`src/rtl/byte_access_pkg.sv`:
```
// ------------------------------------------------------------------
// byte_access_pkg : size/state encodings and big-endian lane helpers
// Rev 1.0
// ------------------------------------------------------------------
`default_nettype none

package byte_access_pkg;

  localparam logic [1:0] SZ_BYTE = 2'b00;
  localparam logic [1:0] SZ_HALF = 2'b01;
  localparam logic [1:0] SZ_WORD = 2'b10;
  localparam logic [1:0] SZ_ILL  = 2'b11;

  localparam logic [31:0] LANE_MASK_BYTE = 32'h0000_00FF;
  localparam logic [31:0] LANE_MASK_HALF = 32'h0000_FFFF;
  localparam logic [31:0] LANE_MASK_WORD = 32'hFFFF_FFFF;

  typedef enum logic [2:0] {
    ST_IDLE     = 3'd0,
    ST_RD       = 3'd1,
    ST_WT       = 3'd2,
    ST_WR       = 3'd3,
    ST_RESP     = 3'd4,
    ST_ERR_RESP = 3'd5
  } state_e;

  // Right-shift that brings the addressed lane down to bit 0 (offset 0 is the MSB lane).
  function automatic logic [4:0] lane_shift(input logic [1:0] offset, input logic [1:0] size);
    case (size)
      SZ_BYTE: lane_shift = {~offset, 3'b000};
      SZ_HALF: lane_shift = {~offset[1], 4'b0000};
      default: lane_shift = 5'd0;
    endcase
  endfunction

  function automatic logic [31:0] lane_mask(input logic [1:0] size);
    case (size)
      SZ_BYTE: lane_mask = LANE_MASK_BYTE;
      SZ_HALF: lane_mask = LANE_MASK_HALF;
      default: lane_mask = LANE_MASK_WORD;
    endcase
  endfunction

  function automatic logic bad_request(input logic [1:0] offset, input logic [1:0] size);
    case (size)
      SZ_BYTE: bad_request = 1'b0;
      SZ_HALF: bad_request = offset[0];
      SZ_WORD: bad_request = (offset != 2'b00);
      default: bad_request = 1'b1;
    endcase
  endfunction

endpackage

`default_nettype wire

```
`src/rtl/byte_access_lane_align.sv`:
```
// ------------------------------------------------------------------
// lane_align : big-endian load extract/extend and sub-word store merge
// Rev 1.0
// ------------------------------------------------------------------
`default_nettype none

module lane_align
  import byte_access_pkg::*;
(
  input  logic [31:0] word_i,
  input  logic [1:0]  offset_i,
  input  logic [1:0]  size_i,
  input  logic        signed_i,
  input  logic [31:0] wdata_i,
  output logic [31:0] load_o,
  output logic [31:0] merge_o
);

  logic [4:0]  shift;
  logic [31:0] lane;
  logic [31:0] mask;

  always_comb begin
    shift = lane_shift(offset_i, size_i);
    lane  = word_i >> shift;
    mask  = lane_mask(size_i) << shift;

    case (size_i)
      SZ_BYTE: load_o = {{24{signed_i & lane[7]}}, lane[7:0]};
      SZ_HALF: load_o = {{16{signed_i & lane[15]}}, lane[15:0]};
      default: load_o = word_i;
    endcase

    merge_o = (word_i & ~mask) | ((wdata_i << shift) & mask);
  end

endmodule

`default_nettype wire

```
`src/rtl/byte_access_controller.sv`:
```
// ------------------------------------------------------------------
// byte_access_controller : byte/half/word load-store responder over a word RAM
// Rev 1.0
// ------------------------------------------------------------------
`default_nettype none

module byte_access_controller
  import byte_access_pkg::*;
#(
  parameter int ADDR_W  = 14,
  parameter int RAM_LAT = 1
) (
  input  logic              clk,
  input  logic              rst_n,
  input  logic              req_valid_i,
  output logic              req_ready_o,
  input  logic              req_write_i,
  input  logic [1:0]        req_size_i,
  input  logic              req_signed_i,
  input  logic [31:0]       req_addr_i,
  input  logic [31:0]       req_wdata_i,
  output logic              resp_valid_o,
  input  logic              resp_ready_i,
  output logic [31:0]       resp_rdata_o,
  output logic              resp_err_o,
  output logic [ADDR_W-1:0] ram_addr_o,
  output logic              ram_we_o,
  output logic [31:0]       ram_wdata_o,
  input  logic [31:0]       ram_rdata_i
);

  generate
    if (RAM_LAT != 1) begin : g_ram_lat_check
      $error("byte_access_controller: RAM_LAT must be 1");
    end
  endgenerate

  state_e              state_q, state_d;
  logic                write_q;
  logic [1:0]          size_q;
  logic                signed_q;
  logic [1:0]          off_q;
  logic [ADDR_W-1:0]   addr_q;
  logic [31:0]         wdata_q;
  logic [31:0]         rdata_q;
  logic [31:0]         load_word;
  logic [31:0]         merge_word;
  logic                accept;
  logic                addr_unused;

  // Upper address bits are deliberately dropped so accesses wrap modulo RAM size.
  assign addr_unused = ^req_addr_i[31:ADDR_W+2];

  assign accept = (state_q == ST_IDLE) && req_valid_i;

  lane_align u_lane_align (
    .word_i   (ram_rdata_i),
    .offset_i (off_q),
    .size_i   (size_q),
    .signed_i (signed_q),
    .wdata_i  (wdata_q),
    .load_o   (load_word),
    .merge_o  (merge_word)
  );

  always_comb begin
    state_d = state_q;
    case (state_q)
      ST_IDLE: begin
        if (req_valid_i) begin
          if (bad_request(req_addr_i[1:0], req_size_i))
            state_d = ST_ERR_RESP;
          else if (req_write_i && (req_size_i == SZ_WORD))
            state_d = ST_WR;
          else
            state_d = ST_RD;
        end
      end
      ST_RD:       state_d = ST_WT;
      ST_WT:       state_d = write_q ? ST_WR : ST_RESP;
      ST_WR:       state_d = ST_RESP;
      ST_RESP,
      ST_ERR_RESP: if (resp_ready_i) state_d = ST_IDLE;
      default:     state_d = ST_IDLE;
    endcase
  end

  always_ff @(posedge clk or negedge rst_n) begin
    if (!rst_n) state_q <= ST_IDLE;
    else        state_q <= state_d;
  end

  always_ff @(posedge clk or negedge rst_n) begin
    if (!rst_n) begin
      write_q  <= 1'b0;
      size_q   <= SZ_BYTE;
      signed_q <= 1'b0;
      off_q    <= 2'b00;
      addr_q   <= '0;
      wdata_q  <= 32'd0;
      rdata_q  <= 32'd0;
    end else if (accept) begin
      write_q  <= req_write_i;
      size_q   <= req_size_i;
      signed_q <= req_signed_i;
      off_q    <= req_addr_i[1:0];
      addr_q   <= req_addr_i[ADDR_W+1:2];
      wdata_q  <= req_wdata_i;
      rdata_q  <= 32'd0;
    end else if (state_q == ST_WT) begin
      // wdata_q doubles as the merged write word for sub-word stores.
      if (write_q) wdata_q <= merge_word;
      else         rdata_q <= load_word;
    end
  end

  always_comb begin
    req_ready_o  = (state_q == ST_IDLE);
    resp_valid_o = (state_q == ST_RESP) || (state_q == ST_ERR_RESP);
    resp_err_o   = (state_q == ST_ERR_RESP);
    ram_we_o     = (state_q == ST_WR);
  end

  assign ram_addr_o   = addr_q;
  assign ram_wdata_o  = wdata_q;
  assign resp_rdata_o = rdata_q;

endmodule

`default_nettype wire

```
`config.mk`:
```
export PLATFORM = sky130hd
export DESIGN_NAME = byte_access_controller
export DESIGN_NICKNAME = d
export VERILOG_FILES = /design/src/rtl/byte_access_pkg.sv /design/src/rtl/byte_access_lane_align.sv /design/src/rtl/byte_access_controller.sv
export SDC_FILE = /design/constraint.sdc
export NUM_CORES = 1
export LEC_CHECK = 0
export ABC_CLOCK_PERIOD_IN_PS = 1700
export CAP_MARGIN = 20
export CORE_ASPECT_RATIO = 0.6
export CORE_MARGIN = 2
export CORE_UTILIZATION = 41
export CTS_BUF_LIST = sky130_fd_sc_hd__clkbuf_8
export DETAILED_ROUTE_END_ITERATION = 8
export GPL_TIMING_DRIVEN = 0
export PLACE_DENSITY = 0.8
export SLEW_MARGIN = 20
export SYNTH_ARGS = -nofsm -noshare
export SYNTH_HDL_FRONTEND = slang
export SYNTH_SLANG_ARGS = --single-unit
```
`constraint.sdc`:
```
create_clock -name clk -period 1.7 [get_ports clk]
set_input_delay 0.17 -clock clk [delete_from_list [all_inputs] [get_ports clk]]
set_output_delay 0.17 -clock clk [all_outputs]
set_load 0.01 [all_outputs]
```
Word level (Yosys, flattened, before mapping):

Cells that the tools add are included.

* shift operators: 3
* equality and inequality tests: 11
* mux-type cells: 18
* bitwise gates (word level): 8
* reductions and logical operators: 13

Operators by type and width (number)
* $mux W32: 6
* $pmux W32 S2: 2
* $and A32 B32 Y32: 2
* $shl A32 B5 Y32: 2
* $not A32 Y32: 1
* $or A32 B32 Y32: 1
* $shr A32 B5 Y16: 1
* $pmux W3 S5: 1
* $mux W3: 4
* $pmux W5 S2: 1
* $eq A3 B2 Y1 const B: 2
* $eq A3 B3 Y1 const B: 2
* $reduce_and A2 Y1: 3
* $reduce_bool A2 Y1: 3
* $eq A2 B1 Y1 const B: 2
* $logic_not A2 Y1: 2
* $ne A2 B2 Y1 const B: 2
* $eq A3 B1 Y1 const B: 1
* $logic_not A3 Y1: 1
* $pmux W1 S3: 1
* $and A1 B1 Y1: 2
* $eq A2 B2 Y1 const B: 1
* $logic_and A1 B1 Y1: 2
* $mux W1: 2
* other kinds (6): 6

* logic and storage cells: 61
* bits of input ports: 104
* output and inout port bits: 82
* register bits: 87

Logic depth before layout (Yosys ltp):

* depth after elaboration: 9
* depth in mapped cells: 7
* depth with buffers taken out: 4

Modules after synthesis:

A second synthesis with hierarchy kept.

* cells, all modules: 551
* area, all modules: 5208.7 um^2

Modules (own cells, without submodules)
* byte_access_controller: area each 3814.9 um^2, times used 1, cells an instance 311, seq. area each 2177.1 um^2
* lane_align: area each 1393.8 um^2, times used 1, cells an instance 240, seq. area each 0.0 um^2

Worst setup path before layout:

No wires, ideal clock.

* path kind: register to register
* from: reg off_q[1]
* to: reg rdata_q[11] (netlist: resp_rdata_o[11])
* arrival: 1.519 ns
* required time: 1.578 ns
* setup slack: 0.059 ns
* stages on the path, launching flop included: 6
* library setup time: 0.122 ns
* clock period less this slack: 1.641 ns
* buffers on the path: 1
* cells stage by stage: dfrtp_1 > buf_6 > mux4_2 > a31oi_4 > o21ai_1 > a32o_1

* word-level cells in the longest chain between the ends: 8
* elaborated cells between the ends (all ways): 9
* those cells by class: 1 x shift; 5 x mux; 3 x bitwise

Ends and longest elaborated chain
* from (decl): line byte_access_controller.sv:42 `logic [1:0] off_q;`
* from (signal assigned): line byte_access_controller.sv:106 `off_q <= req_addr_i[1:0];`
* $not A1 Y1 or $not A2 Y2 (tied branches): line byte_access_pkg.sv:31, byte_access_pkg.sv:30
* $pmux W5 S2 (*): line byte_access_pkg.sv:29 `case (size)`
* $shr A32 B5 Y16 (*): line byte_access_lane_align.sv:25 `lane = word_i >> shift;`
* $and A1 B1 Y1: line byte_access_lane_align.sv:29 `SZ_BYTE: load_o = {{24{signed_i & lane[7]}}, lane[7:0]};`
* $pmux W32 S2 (*): line byte_access_lane_align.sv:28 `case (size_i)`
* $mux W32 (*): line byte_access_controller.sv:112 `if (write_q) wdata_q <= merge_word;`
* $mux W32 (*): line byte_access_controller.sv:110 `end else if (state_q == ST_WT) begin`
* $mux W32 (*): line byte_access_controller.sv:102 `end else if (accept) begin`
* to (signal assigned): line byte_access_controller.sv:113 `else rdata_q <= load_word;`
* to (decl): line byte_access_controller.sv:45 `logic [31:0] rdata_q;`

Mark *: on every way between the ends. The rest lies on a longest branch, timed or not. The select of a mux whose other input is x is not followed.
A chain may end at the register's enable or synchronous reset.

Worst setup path in the final report:

* from: reg off_q[1]
* to: reg rdata_q[12] (netlist: resp_rdata_o[12])

The elaborated chain is that of the path after synthesis.

==> impl_metrics.py <==
metrics = {
    "synth": {
        "syn_area_um2": 4633,
        "synth_compound_area_frac": 0.2341,
        "synth_top_family_by_area": "compound AO/OA/AOI/OAI gates",
        "synth_top_area_frac": 0.4699,
        "synthMuxAreaShare": 0.09209,
        "netlist_top_cells_area": "dfrtp_1 47%, nand2_1 7.4%, o21ai_0 5.3%",
        "synth_flop_cell": "dfrtp_1",
        "syn-num-nets": 577,
        "syn-mean-instance-area_um2": 9.795,
        "synth_edf_count": 0,
        "ys_ff_latch": 87,
        "ys_types": 56,
        "synth_commonest_cells": "91 x nand2_1, 87 x dfrtp_1, 49 x o21ai_0, 19 x mux2i_1, 18 x mux2_2",
        "synthArstFlopShare": 1.000,
        "yosysSeqAreaShare": 0.4699,
        "synthAdderAreaFrac": 0,
        "synth.most_common_cell": "nand2_1",
        "synth_cells": 473,
        "yosysTopAreaCell": "dfrtp_1",
        "synthSimpleGateAreaFrac": 0.1591,
        "synth-xor-area-share": 0,
        "ys_warn_count": 0,
    },
    "floorplan": {
        "fp.dieH_um": 86.34,
        "initial_core_util": 0.4156,
        "fp.coreArea_um2": 11150,
        "dieArea_um2": 12190,
        "fp.dieW_um": 141.2,
        "fp-row-count": 30,
        "ios": 186,
    },
    "detailed_routing": {
        "postRouteAntennaNets": 0,
        "vias": 4715,
        "drcViolationCount": 0,
        "totalWireLength_um": 17620,
        "routedWlPerCell_um": 21.25,
        "firstDrtPassIters": 5,
        "drt-initial-drc-count": 504,
        "avgViaCountPerCell": 5.688,
    },
    "placed_design": {
        "dpl.hpwl_um": 12910,
        "gp_congestion": 0.9014,
        "dp_cells": 787,
        "port_buffers": 169,
        "dpl_cell_area_um2": 6530,
        "post-place-ws_ns": -0.5025,
    },
    "global_routing": {
        "grt_pass1_wl_um": 26270,
        "grt_overflow": 0,
        "track_usage": 0.2868,
        "antenna_found_initial": 0,
        "grt_pass1_vias": 4553,
        "grt_max_degree": 51,
    },
    "timing": {
        "skew_ns": 0.01464,
        "drv_slew": 0,
        "timing.final.ws_setup_ns": -0.1506,
        "fmax_mhz": 540.4,
        "hold_viol_final": 0,
        "finalSetupTns_ns": -1.560,
        "period_needed_ns": 1.851,
        "finalCritPeriodShare": 1.089,
        "rsz0062_at_grt": "true",
        "worst_pin_slew_ns": 0.5583,
        "holdWs_ns": 0.3020,
        "timing.slew.headroom": 0.6278,
        "finalSetupViolCount": 27,
    },
    "finish": {
        "ff_latch_area_um2": 2180,
        "fin_nets": 784,
        "antenna_cells": 0,
        "stdcell_count": 829,
        "multi_input_area_um2": 2447,
        "drive_gt1_frac": 0.2102,
        "final_util": 0.6508,
        "final_area_um2": 7256,
        "fillCellCount": 854,
        "area_delta_synth_final_pct": 56.60,
    },
    "clocking": {
        "path_clk_slew_ns": 0.09,
        "clockBufferDepth": 2,
        "clk_latency_ns": 0.37,
        "cts_max_level": 3,
        "root_buffer": "clkbuf_8",
        "cts_tree": "yes",
        "cts_made_buffers": 9,
        "clock_sinks": 87,
    },
    "pwr": {
        "peakVddDrop_mv": 0.7483,
        "leakage_nw": 3.119,
        "p_per_area_nw_per_um2": 1843,
        "fin_total_pwr_mw": 13.37,
    },
    "critical_path": {
        "crit_fanout": 8,
        "critical_path_class": "reg2reg",
        "worstPathRequired_ns": 1.97,
        "crit_path_end_kind": "flop",
        "regToRegSetupSlack_ns": -0.15,
        "worstPathArrival_ns": 2.12,
        "crit_path_start_kind": "flop",
    },
    "flow_run": {
        "cap_violations": 0,
    },
    "status": {
        "violations": "setup timing",
        "outcome": "finished with violations",
    },
    "worst_hold_path": {
        "min_path_type": "in2async",
    },
}
cell families (layout without fill, tap and decap cells):
| family | count (synthesis) | count (layout) |
|---|---|---|
| AOI/OAI and AO/OA | 155 | 156 |
| and+or+nand+nor | 149 | 150 |
| buffers and inverters | 43 | 253 |
| DFF | 87 | 87 |
| muxes | 39 | 39 |
critical path: stages (launching register included):
cell     delay [ns]
dfrtp_1        0.37
buf_6          0.13
mux4_2         0.54
a31oi_4        0.30
o21ai_1        0.15
a32o_1         0.26
power breakdown:
group / internal [mW] / switching, mW / total [mW]
combinational: 4.21 / 3.85 / 8.06
sequential: 3.02 / 0.790 / 3.81
clock: 0.715 / 0.790 / 1.51
cell type report:
type                    instances  area share
multi-input cells             345      0.3373
flip-flops and latches         87      0.3004
repair buffers                198      0.2688
plain buffers                  31     0.03690
well taps                     144     0.02483
clock buffers                  10     0.01897
clock inverters                 6    0.008450
inverters                       8    0.004311
layout by cell type, fill, tap and decap left out, types with 8 or more instances in the layout:
| cell | synthesis | layout |
|---|---|---|
| nor2_1 | 17 | 10 |
| o21a_1 | 9 | 9 |
| a21oi_1 | 15 | 13 |
| buf_6 | 4 | 15 |
| a22oi_1 | 9 | 9 |
| inv_1 | 7 | 8 |
| nand2_1 | 91 | 89 |
| buf_2 | 13 | 12 |
| o21ai_1 | 8 | 12 |
| clkbuf_8 | 0 | 11 |
| o21ai_0 | 49 | 42 |
| or3b_2 | 8 | 8 |
| buf_4 | 0 | 25 |
| mux2i_1 | 19 | 16 |
| mux2_2 | 18 | 14 |
| o22a_1 | 12 | 12 |
| clkdlybuf4s50_1 | 0 | 164 |
| a221o_1 | 16 | 16 |
| dfrtp_1 | 87 | 85 |
worst paths after layout:
check                                     startpoint                            to  cells past startpoint
max reg2reg                     off_q[1]$_DFFE_PN0P_  resp_rdata_o[12]$_DFFE_PN0P_                      5
min reg2reg                ram_addr_o[8]$_DFFE_PN0P_     ram_addr_o[8]$_DFFE_PN0P_                      2
max in group asynchronous                      rst_n   resp_rdata_o[2]$_DFFE_PN0P_                      3
max                             off_q[1]$_DFFE_PN0P_  resp_rdata_o[12]$_DFFE_PN0P_                      5
min                                            rst_n    asynchronous set/reset pin                      2
min in group clk                       req_addr_i[4]     ram_addr_o[2]$_DFFE_PN0P_                      3
what timing repair did:
action                                  4_1_cts  5_1_grt
endpoints found under the setup margin       87       85
endpoints found under the hold margin        37        0
buffers inserted                             14       10
pin swaps                                     7        8
gates resized for setup                      59       67
hold buffers                                  1        0
gates cloned                                  1        4
per-layer routing:
| layer | GRT usage | wire [µm] |
|---|---|---|
| met1 | 0.4301 | 7945 |
| met2 | 0.4148 | 7402 |
| met3 | 0.08343 | 2046 |
| met4 | 0.05455 | 223 |
| met5 | 0 | 0 |
No activity file was read; power rests on OpenSTA's default activity.
